==> src/rtl/systolic_array_is_ctrl.sv <==
// Job sequencer for the input-stationary systolic array: preloads one input
// tile, streams N weight vectors, drains the skew pipeline and issues one
// psum buffer write per weight vector.
module systolic_array_is_ctrl #(
    parameter int ARRAY_HEIGHT = 4,
    parameter int ARRAY_WIDTH  = 4,
    parameter int LATENCY      = ARRAY_WIDTH + ARRAY_HEIGHT - 1,
    parameter int COUNT_WIDTH  = 16,
    parameter int ADDR_WIDTH   = 10
) (
    input  logic                   clk,
    input  logic                   rst_n,
    input  logic                   start,
    input  logic [COUNT_WIDTH-1:0] num_weights,
    input  logic                   stall,
    output logic                   busy,
    output logic                   done,
    output logic                   input_rd_en,
    output logic [ADDR_WIDTH-1:0]  input_rd_addr,
    output logic                   input_en,
    output logic                   weight_rd_en,
    output logic [ADDR_WIDTH-1:0]  weight_rd_addr,
    output logic                   process_en,
    output logic                   psum_wr_en,
    output logic [ADDR_WIDTH-1:0]  psum_wr_addr
);

    typedef enum logic [2:0] {S_IDLE, S_LOAD, S_STREAM, S_DRAIN, S_FIN} state_t;

    localparam logic [COUNT_WIDTH-1:0] LOAD_LAST  = COUNT_WIDTH'(ARRAY_WIDTH - 1);
    localparam logic [COUNT_WIDTH-1:0] DRAIN_LAST = COUNT_WIDTH'((LATENCY > 1) ? LATENCY - 2 : 0);
    localparam logic [COUNT_WIDTH-1:0] LEAD_LAST  = COUNT_WIDTH'(LATENCY - 1);

    state_t                 r_state;
    state_t                 w_next_state;
    logic [COUNT_WIDTH-1:0] r_cnt;        // reads/ticks issued in the current phase
    logic [COUNT_WIDTH-1:0] r_n;          // latched num_weights
    logic                   r_input_en;
    logic                   r_process_en;
    logic [COUNT_WIDTH-1:0] r_lead;       // process_en cycles seen, saturates at LATENCY-1
    logic [COUNT_WIDTH-1:0] r_wr_cnt;     // psum writes issued so far
    logic                   r_psum_wr_en;
    logic [ADDR_WIDTH-1:0]  r_psum_wr_addr;

    logic                   w_issue;
    logic                   w_drain_tick;
    logic                   w_flushed;
    logic                   w_lead_done;
    logic [COUNT_WIDTH-1:0] w_n_last;

    assign w_issue     = !stall;
    assign w_n_last    = r_n - COUNT_WIDTH'(1);
    assign w_lead_done = (r_lead == LEAD_LAST);
    // Job may only end once every registered strobe has left the pipeline.
    assign w_flushed   = !r_input_en && !r_process_en && !r_psum_wr_en;

    // State register
    always_ff @(posedge clk or negedge rst_n) begin
        if (!rst_n) r_state <= S_IDLE;
        else        r_state <= w_next_state;
    end

    // Next-state logic; phase advances on the last issued read/tick of the phase
    always_comb begin
        w_next_state = r_state;
        case (r_state)
            S_IDLE:   if (start) w_next_state = S_LOAD;
            S_LOAD:   if (w_issue && r_cnt == LOAD_LAST)
                          w_next_state = (r_n == '0) ? S_FIN : S_STREAM;
            S_STREAM: if (w_issue && r_cnt == w_n_last)
                          w_next_state = (LATENCY > 1) ? S_DRAIN : S_FIN;
            S_DRAIN:  if (w_issue && r_cnt == DRAIN_LAST) w_next_state = S_FIN;
            S_FIN:    if (w_flushed) w_next_state = S_IDLE;
            default:  w_next_state = S_IDLE;
        endcase
    end

    // Output decode: read strobes issue combinationally, gated by stall
    always_comb begin
        busy           = (r_state != S_IDLE);
        done           = (r_state == S_FIN) && w_flushed;
        input_rd_en    = (r_state == S_LOAD) && w_issue;
        input_rd_addr  = (r_state == S_LOAD) ? ADDR_WIDTH'(r_cnt) : '0;
        weight_rd_en   = (r_state == S_STREAM) && w_issue;
        weight_rd_addr = (r_state == S_STREAM) ? ADDR_WIDTH'(r_cnt) : '0;
        w_drain_tick   = (r_state == S_DRAIN) && w_issue;
        input_en       = r_input_en;
        process_en     = r_process_en;
        psum_wr_en     = r_psum_wr_en;
        psum_wr_addr   = r_psum_wr_addr;
    end

    // Phase counter and job-length capture
    always_ff @(posedge clk or negedge rst_n) begin
        if (!rst_n) begin
            r_cnt <= '0;
            r_n   <= '0;
        end else begin
            if (r_state == S_IDLE && start) r_n <= num_weights;
            if (w_next_state != r_state)    r_cnt <= '0;
            else if (w_issue && (r_state == S_LOAD || r_state == S_STREAM || r_state == S_DRAIN))
                r_cnt <= r_cnt + COUNT_WIDTH'(1);
        end
    end

    // Array enables trail the buffer read by one cycle to line up with read data
    always_ff @(posedge clk or negedge rst_n) begin
        if (!rst_n) begin
            r_input_en   <= 1'b0;
            r_process_en <= 1'b0;
        end else begin
            r_input_en   <= input_rd_en;
            r_process_en <= weight_rd_en | w_drain_tick;
        end
    end

    // Psum writes: the first LATENCY-1 process cycles only fill the skew pipeline
    always_ff @(posedge clk or negedge rst_n) begin
        if (!rst_n) begin
            r_lead         <= '0;
            r_wr_cnt       <= '0;
            r_psum_wr_en   <= 1'b0;
            r_psum_wr_addr <= '0;
        end else begin
            r_psum_wr_en <= r_process_en && w_lead_done;
            if (r_state == S_IDLE) begin
                r_lead   <= '0;
                r_wr_cnt <= '0;
            end else if (r_process_en) begin
                if (!w_lead_done) r_lead <= r_lead + COUNT_WIDTH'(1);
                else begin
                    r_psum_wr_addr <= ADDR_WIDTH'(r_wr_cnt);
                    r_wr_cnt       <= r_wr_cnt + COUNT_WIDTH'(1);
                end
            end
        end
    end

endmodule

==> config.mk <==
export PLATFORM = sky130hd
export DESIGN_NAME = systolic_array_is_ctrl
export DESIGN_NICKNAME = d
export VERILOG_FILES = /design/src/rtl/systolic_array_is_ctrl.sv
export SDC_FILE = /design/constraint.sdc
export NUM_CORES = 1
export LEC_CHECK = 0
export ABC_AREA = 1
export CORE_MARGIN = 3
export CORE_UTILIZATION = 55
export CTS_CLUSTER_SIZE = 8
export DETAILED_ROUTE_END_ITERATION = 8
export MAX_ROUTING_LAYER = met4
export PLACE_DENSITY_LB_ADDON = 0.25
export SLEW_MARGIN = 20
export SYNTH_ARGS = -nofsm -noshare
export SYNTH_HDL_FRONTEND = slang
export SYNTH_SLANG_ARGS = --single-unit
==> constraint.sdc <==
create_clock -name clk -period 4.86 [get_ports clk]
set_clock_uncertainty 0.1 [all_clocks]
set_input_delay 0.729 -clock clk [delete_from_list [all_inputs] [get_ports clk]]
set_output_delay 0.729 -clock clk [all_outputs]
set_load 0.01 [all_outputs]
==> results.md, run 1 <==
* Status: finished clean
* Top delay family on crit path: buffers and inverters
* Switch share at 0.435
* ANT nets after route at 0
* Final hold violation count at 0
* Unique masters post-synth at 35
* Clk sinks at 74
* Post-CTS sizing at 0
* CTS Buf Count at 9
* Initial Util at 0.572
* Final wirelength at 10.7 mm
* Syn avg cell area at 7.47 sq um
* Pre-Repair DR Iteration Count at 5
* Capturing point of the worst reg2reg path: r_lead[2]$_DFFE_PN0P_
* DR WL/cell at 14.1 um
* Worst vdd ir at 216 uV
* Final worst path period share at 0.593
* Slew Limit Fails at 0
* DP Wirelength at 7.90 mm
* Seq pwr share at 0.397
* Ant. Diodes at 0
* # H-tree levels at 3
* Relative area change from synthesis to final layout at 18.1%
* Post-route setup TNS at 0 ps
* Row count at 32
* PwrDens at 400 nW/um^2
* Initial antenna violation count at 0
* Crit. End Element: primary output
* Comb power frac at 0.385
* Gr usage total at 0.252
* Int Pwr at 1.19 mW
* Seq cells post-synth at 74
* Clock Latency Late Sink at 350 ps
* Register area share after synthesis at 0.414
* Max-cap violations at 0
* Slew @ Worst Pin at 631 ps
* P_sw at 0.918 mW
* Core area at 7810 sq um
* DIE AREA at 9240 sq um
* Global route overflow at 0
* Type of the worst setup path: input pin to primary output
* Leading cell type in the layout, fill and taps excluded: nand2_1
* CP peak stage delay at 530 ps
* Crit path to: weight_rd_en
* Critical path fanouts, max at 6
* Crit path launch: stall
* Post-Syn Nets at 624
* YS warnings at 0
* Leakage Power at 2.32 nW
* Hold Buf Count CTS at 0
* Vias per std cell at 5.36
* Post-CTS setup repair buffer count at 0
* Root Buffer: clkbuf_8
* CTS max path bufs at 2
* Flop2flop setup slack at 2450 ps
* Final Util at 0.676
* CP max stage cell: clkdlybuf4s50_1
* Chip width at 96.1 um
* Setup violations, final at 0
* Clk pwr share at 0.219
* Required @ worst endpoint at 4030 ps
* First-pass GRT wire length at 17.9 mm
* Critical path depth at 5
* Final net count at 680
* Gpl congestion at 0.930
* Share of cells above drive strength 1 at 0.0804
* Depth of the most critical reg-to-reg path at 10
* Post-synth ARST share at 1.00
* # IOs at 57
* Via count at 4,082
* Port bufs at 56
* Rel. slew slack at 0.579
* Worst Path Buf+Inv at 4
* Largest net degree at the start of global routing at 50
* Period minus WS final at 2880 ps
* Cells after synthesis at 598
* Data arrival time of the critical path at 2050 ps
* Critical Path, Cell by Cell: clkdlybuf4s50_1 > inv_1 > nand2_1 > inv_1 > clkdlybuf4s50_1
* HP Class: input pin to async pin
* Most frequent cells in the layout: nand2_1 (125), nor2_1 (101), dfrtp_1 (74)
* Die Ht at 96.1 um
* Detailed-route DRC error count at 0
* Worst reg2reg path startpoint: r_lead[0]$_DFFE_PN0P_
* Worst Setup Start Kind: input pin
* Iter 0 DRT Violations at 220
* CTS tree: yes
* Clk slew on worst S/H paths at 90 ps
* Post-synth EDFFs at 0
* RSZ-0062 raised after global routing: no
* Dominant synthesized flop cell: dfrtp_1
* Mapped Area at 4470 sq um
* Vias in the first global route at 4,066
* F_max at 347 MHz
[through the flow]
step | hold WS, ps | setup slack (ps) | power (mW) | cells | cell area [sq um]
floorplan | 333 | 2680 | 1.43 | 598 | 4470
global placement | 370 | 1990 | 1.63 | 745 | 5090
detailed placement | 373 | 1980 | 1.65 | 745 | 5090
CTS | 283 | 1970 | 2.12 | 761 | 5280
global route | 301 | 1800 | 2.26 | 761 | 5280
finish | 273 | 1980 | 2.11 | 761 | 5280
[per-layer routing]
layer	up-vias	wire [um]	GRT usage
met2	102	5210	0.424
met1	1925	4860	0.307
li1	2031	-	-
met4	0	205	0.0853
met3	24	414	0.0438
met5	-	0	-
[layout make-up]
class / instances / area [sq um]
Fill cell: 672 / 2530
Multi-Input combinational cell: 434 / 2250
Sequential cell: 74 / 1850
Timing Repair Buffer: 58 / 571
Inverter: 77 / 289
Tap cell: 102 / 128
Clock buffer: 9 / 124
Clock inverter: 7 / 60.1
[how the worst min path moves through the flow]
stage | end | depth (start not counted) | start | slack, ps
detailed placement | psum_wr_addr[3]$_DFFE_PN0P_ | 2 | psum_wr_addr[3]$_DFFE_PN0P_ | 370
floorplan | input_en$_DFF_PN0_ | 0 | rst_n | 330
global route | r_n[1]$_DFFE_PN0P_ | 1 | rst_n | 300
global placement | psum_wr_addr[5]$_DFFE_PN0P_ | 2 | psum_wr_addr[5]$_DFFE_PN0P_ | 370
finish | r_n[6]$_DFFE_PN0P_ | 1 | rst_n | 270
CTS | r_n[6]$_DFFE_PN0P_ | 1 | rst_n | 280
[cells in the mapped netlist (all sizes together), types with 7 or more instances]
master / instances / area share
inv: 77 / 0.065
xnor2: 7 / 0.014
a21oi: 23 / 0.028
nor4: 11 / 0.019
nand4: 12 / 0.017
buf: 8 / 0.012
nand3: 39 / 0.048
dfrtp: 74 / 0.41
nand2: 130 / 0.11
o21ai: 30 / 0.034
nor3: 17 / 0.021
nor2: 112 / 0.10
xor2: 25 / 0.049
[power by group through the flow]
stage | clock network (mW) | registers [mW] | logic [mW]
after floorplan | 0 | 0.816 | 0.618
after detailed placement | 0 | 0.847 | 0.808
after CTS | 0.467 | 0.835 | 0.813
after global placement | 0 | 0.844 | 0.785
after global routing | 0.493 | 0.852 | 0.919
final | 0.462 | 0.838 | 0.813
[registers in the layout (all words and copies together), names as in the netlist]
register / cells
input_en: 1
process_en: 1
r_n: 16
psum_wr_addr: 10
r_wr_cnt: 10
r_cnt: 16
psum_wr_en: 1
r_lead: 16
r_state: 3
[kinds of logic (layout without fill, tap and decap cells)]
kind of cell,Yosys count,after routing,synth area share
xor+xnor,32,32,0.0627
fa+ha+maj,6,6,0.0168
flops,74,74,0.414
buf+inv,90,151,0.0812
simple gates,326,326,0.330
compound gates,64,64,0.0795
mux,6,6,0.0151
Note: power is estimated with default switching activity, not from simulation.
==> inputs of run 2 (changes only) <==
==> constraint.sdc (replaced) <==
create_clock -name clk -period 2.9 [get_ports clk]
set_clock_uncertainty 0.1 [all_clocks]
set_input_delay 0.435 -clock clk [delete_from_list [all_inputs] [get_ports clk]]
set_output_delay 0.435 -clock clk [all_outputs]
set_load 0.01 [all_outputs]
==> run 2 against run 1 <==
Routed wire length grew 0.64%. First-iteration DRC count up 38%. Clock-buffer cell count stayed put. Worst hold slack gained 110 ps. Non-clock buffer count is 5 higher. Critical path type is now flop to primary output.
==> results.md, run 2 (synthesis results as in run 1) <==
* DIE AREA at 9240 sq um
* Critical path depth at 6
* CP max stage cell: clkdlybuf4s50_1
* Leakage Power at 2.37 nW
* Worst Setup Start Kind: flop
* Data arrival time of the critical path at 2070 ps
* Final instance area at 5350 sq um
* Max-cap violations at 0
* PwrDens at 687 nW/um^2
* Detailed-route DRC error count at 0
* Gr usage total at 0.252
* Share of cells above drive strength 1 at 0.0858
* ANT nets after route at 0
* Type of the worst setup path: flop to primary output
* DR WL/cell at 14.0 um
* Relative area change from synthesis to final layout at 19.8%
* Inst Count DP at 749
* Pre-Repair DR Iteration Count at 5
* Comb power frac at 0.383
* Worst vdd ir at 555 uV
* Clock Latency Late Sink at 360 ps
* Final net count at 685
* First-pass GRT wire length at 17.8 mm
* Post-CTS setup repair buffer count at 0
* Clk slew on worst S/H paths at 90 ps
* RSZ-0062 raised after global routing: no
* Seq pwr share at 0.380
* Root Buffer: clkbuf_8
* # IOs at 57
* Final cell count without fillers at 766
* Iter 0 DRT Violations at 303
* Vias in the first global route at 3,994
* F_max at 384 MHz
* Chip width at 96.1 um
* Critical path fanouts, max at 11
* Switch share at 0.424
* WHS Path Cells at 2
* Final wirelength at 10.8 mm
* Worst hold path startpoint: psum_wr_addr[4]$_DFFE_PN0P_
* # H-tree levels at 3
* Clk sinks at 74
* Ant. Diodes at 0
* Flop2flop setup slack at 570 ps
* Total Power at 3.68 mW
* DP Wirelength at 7.70 mm
* Slew @ Worst Pin at 512 ps
* Port bufs at 56
* Hold Crit Endpoint: psum_wr_addr[4]$_DFFE_PN0P_
* CTS tree: yes
* Final worst-path setup slack at 294 ps
* Setup violations, final at 0
* Rel. slew slack at 0.658
* Crit. End Element: primary output
* Post-route setup TNS at 0 ps
* Period minus WS final at 2610 ps
* Via count at 4,143
* Fin Hold WS at 387 ps
* CP peak stage delay at 560 ps
* Most frequent cells in the layout: nand2_1 (125), nor2_1 (101), dfrtp_1 (74)
* Post-CTS sizing at 0
* Layout fillers at 693
* Final hold violation count at 0
* HP Class: flop to flop
* Final worst path period share at 0.899
* Largest net degree at the start of global routing at 75
* Required @ worst endpoint at 2370 ps
* Global route overflow at 0
* Critical Path, Cell by Cell: inv_1 > nand2_1 > nor2_1 > inv_1 > nor2_1 > clkdlybuf4s50_1
* Worst Path Buf+Inv at 3
* Initial Util at 0.572
* Leading cell type in the layout, fill and taps excluded: nand2_1
* Status: finished clean
* CTS Buf Count at 9
* Depth of the most critical reg-to-reg path at 13
* Die Ht at 96.1 um
* Placement Setup Slack at 423 ps
* P_sw at 1.56 mW
* Slew Limit Fails at 0
* Top flop regs: r_cnt: 16 flops, r_lead: 16 flops, r_n: 16 flops
* Final Util at 0.686
* Vias per std cell at 5.41
* Gpl congestion at 0.930
* Worst reg2reg path startpoint: r_n[0]$_DFFE_PN0P_
* Clk pwr share at 0.237
* Top delay family on crit path: buffers and inverters
* Hold Buf Count CTS at 0
* Int Pwr at 2.12 mW
* Post-DP Area at 5140 sq um
* Capturing point of the worst reg2reg path: r_cnt[4]$_DFFE_PN0P_
* Initial antenna violation count at 0
* CTS max path bufs at 2
* Row count at 32
* Core area at 7810 sq um
run 2: cell types whose count changed in the layout (fill, tap and decap cells not counted):
cell and change:
dlygate4sd3_1 +1, bufinv_16 +1, clkinv_4 +1, clkinvlp_4 -2, buf_4 +3, buf_12 +1
run 2: area by class of cell:
class,count,area [sq um],share of cell area
Clock inverter,7,83.8,0.0157
Sequential cell,74,1850,0.346
Multi-Input combinational cell,434,2250,0.421
Timing Repair Buffer,63,623,0.116
Inverter,77,289,0.0540
Tap cell,102,128,0.0238
Clock buffer,9,124,0.0231
run 2: worst reg2reg max path, delay by kind of cell, from the launching register on:
kind / cells / cell delay [ps]
adder cells (fa/ha/maj): 1 / 240
buffers and inverters: 1 / 140
flip-flops: 1 / 410
AND/OR/NAND/NOR: 11 / 1310
run 2: how the worst max path moves through the flow:
stage	slack (ps)	startpoint	endpoint
after floorplan	870	r_n[0]$_DFFE_PN0P_	r_cnt[11]$_DFFE_PN0P_
after global placement	560	stall	r_cnt[14]$_DFFE_PN0P_
after detailed placement	420	stall	r_cnt[4]$_DFFE_PN0P_
after CTS	300	r_state[2]$_DFF_PN0_	weight_rd_addr[3]
after global routing	100	r_state[2]$_DFF_PN0_	weight_rd_addr[2]
final	290	r_state[2]$_DFF_PN0_	weight_rd_addr[2]
run 2: metal layers:
metal  share of wire  vias up  track usage  wire length, um
met5               0        -            -                0
met4           0.020        0       0.0770              218
met1            0.43     1932        0.307             4610
li1                -     2037            -                -
met2            0.49      143        0.422             5240
met3           0.064       31       0.0516              691
run 2: power groups by stage:
stage	logic [mW]	clock network (mW)	registers, mW
2_1_floorplan	1.04	0	1.37
3_3_place_gp	1.37	0	1.41
3_5_place_dp	1.40	0	1.41
4_1_cts	1.41	0.880	1.39
5_1_grt	1.58	0.921	1.42
6_report	1.41	0.871	1.40
==> inputs of run 3 (changes only) <==
--- a/config.mk
+++ b/config.mk
@@ -6,6 +6,7 @@
 export NUM_CORES = 1
 export LEC_CHECK = 0
 export ABC_AREA = 1
+export CAP_MARGIN = 30
 export CORE_MARGIN = 3
 export CORE_UTILIZATION = 55
 export CTS_CLUSTER_SIZE = 8
==> results of run 3 <==
No change in the layout: final DEF, timing and power equal those of run 2.
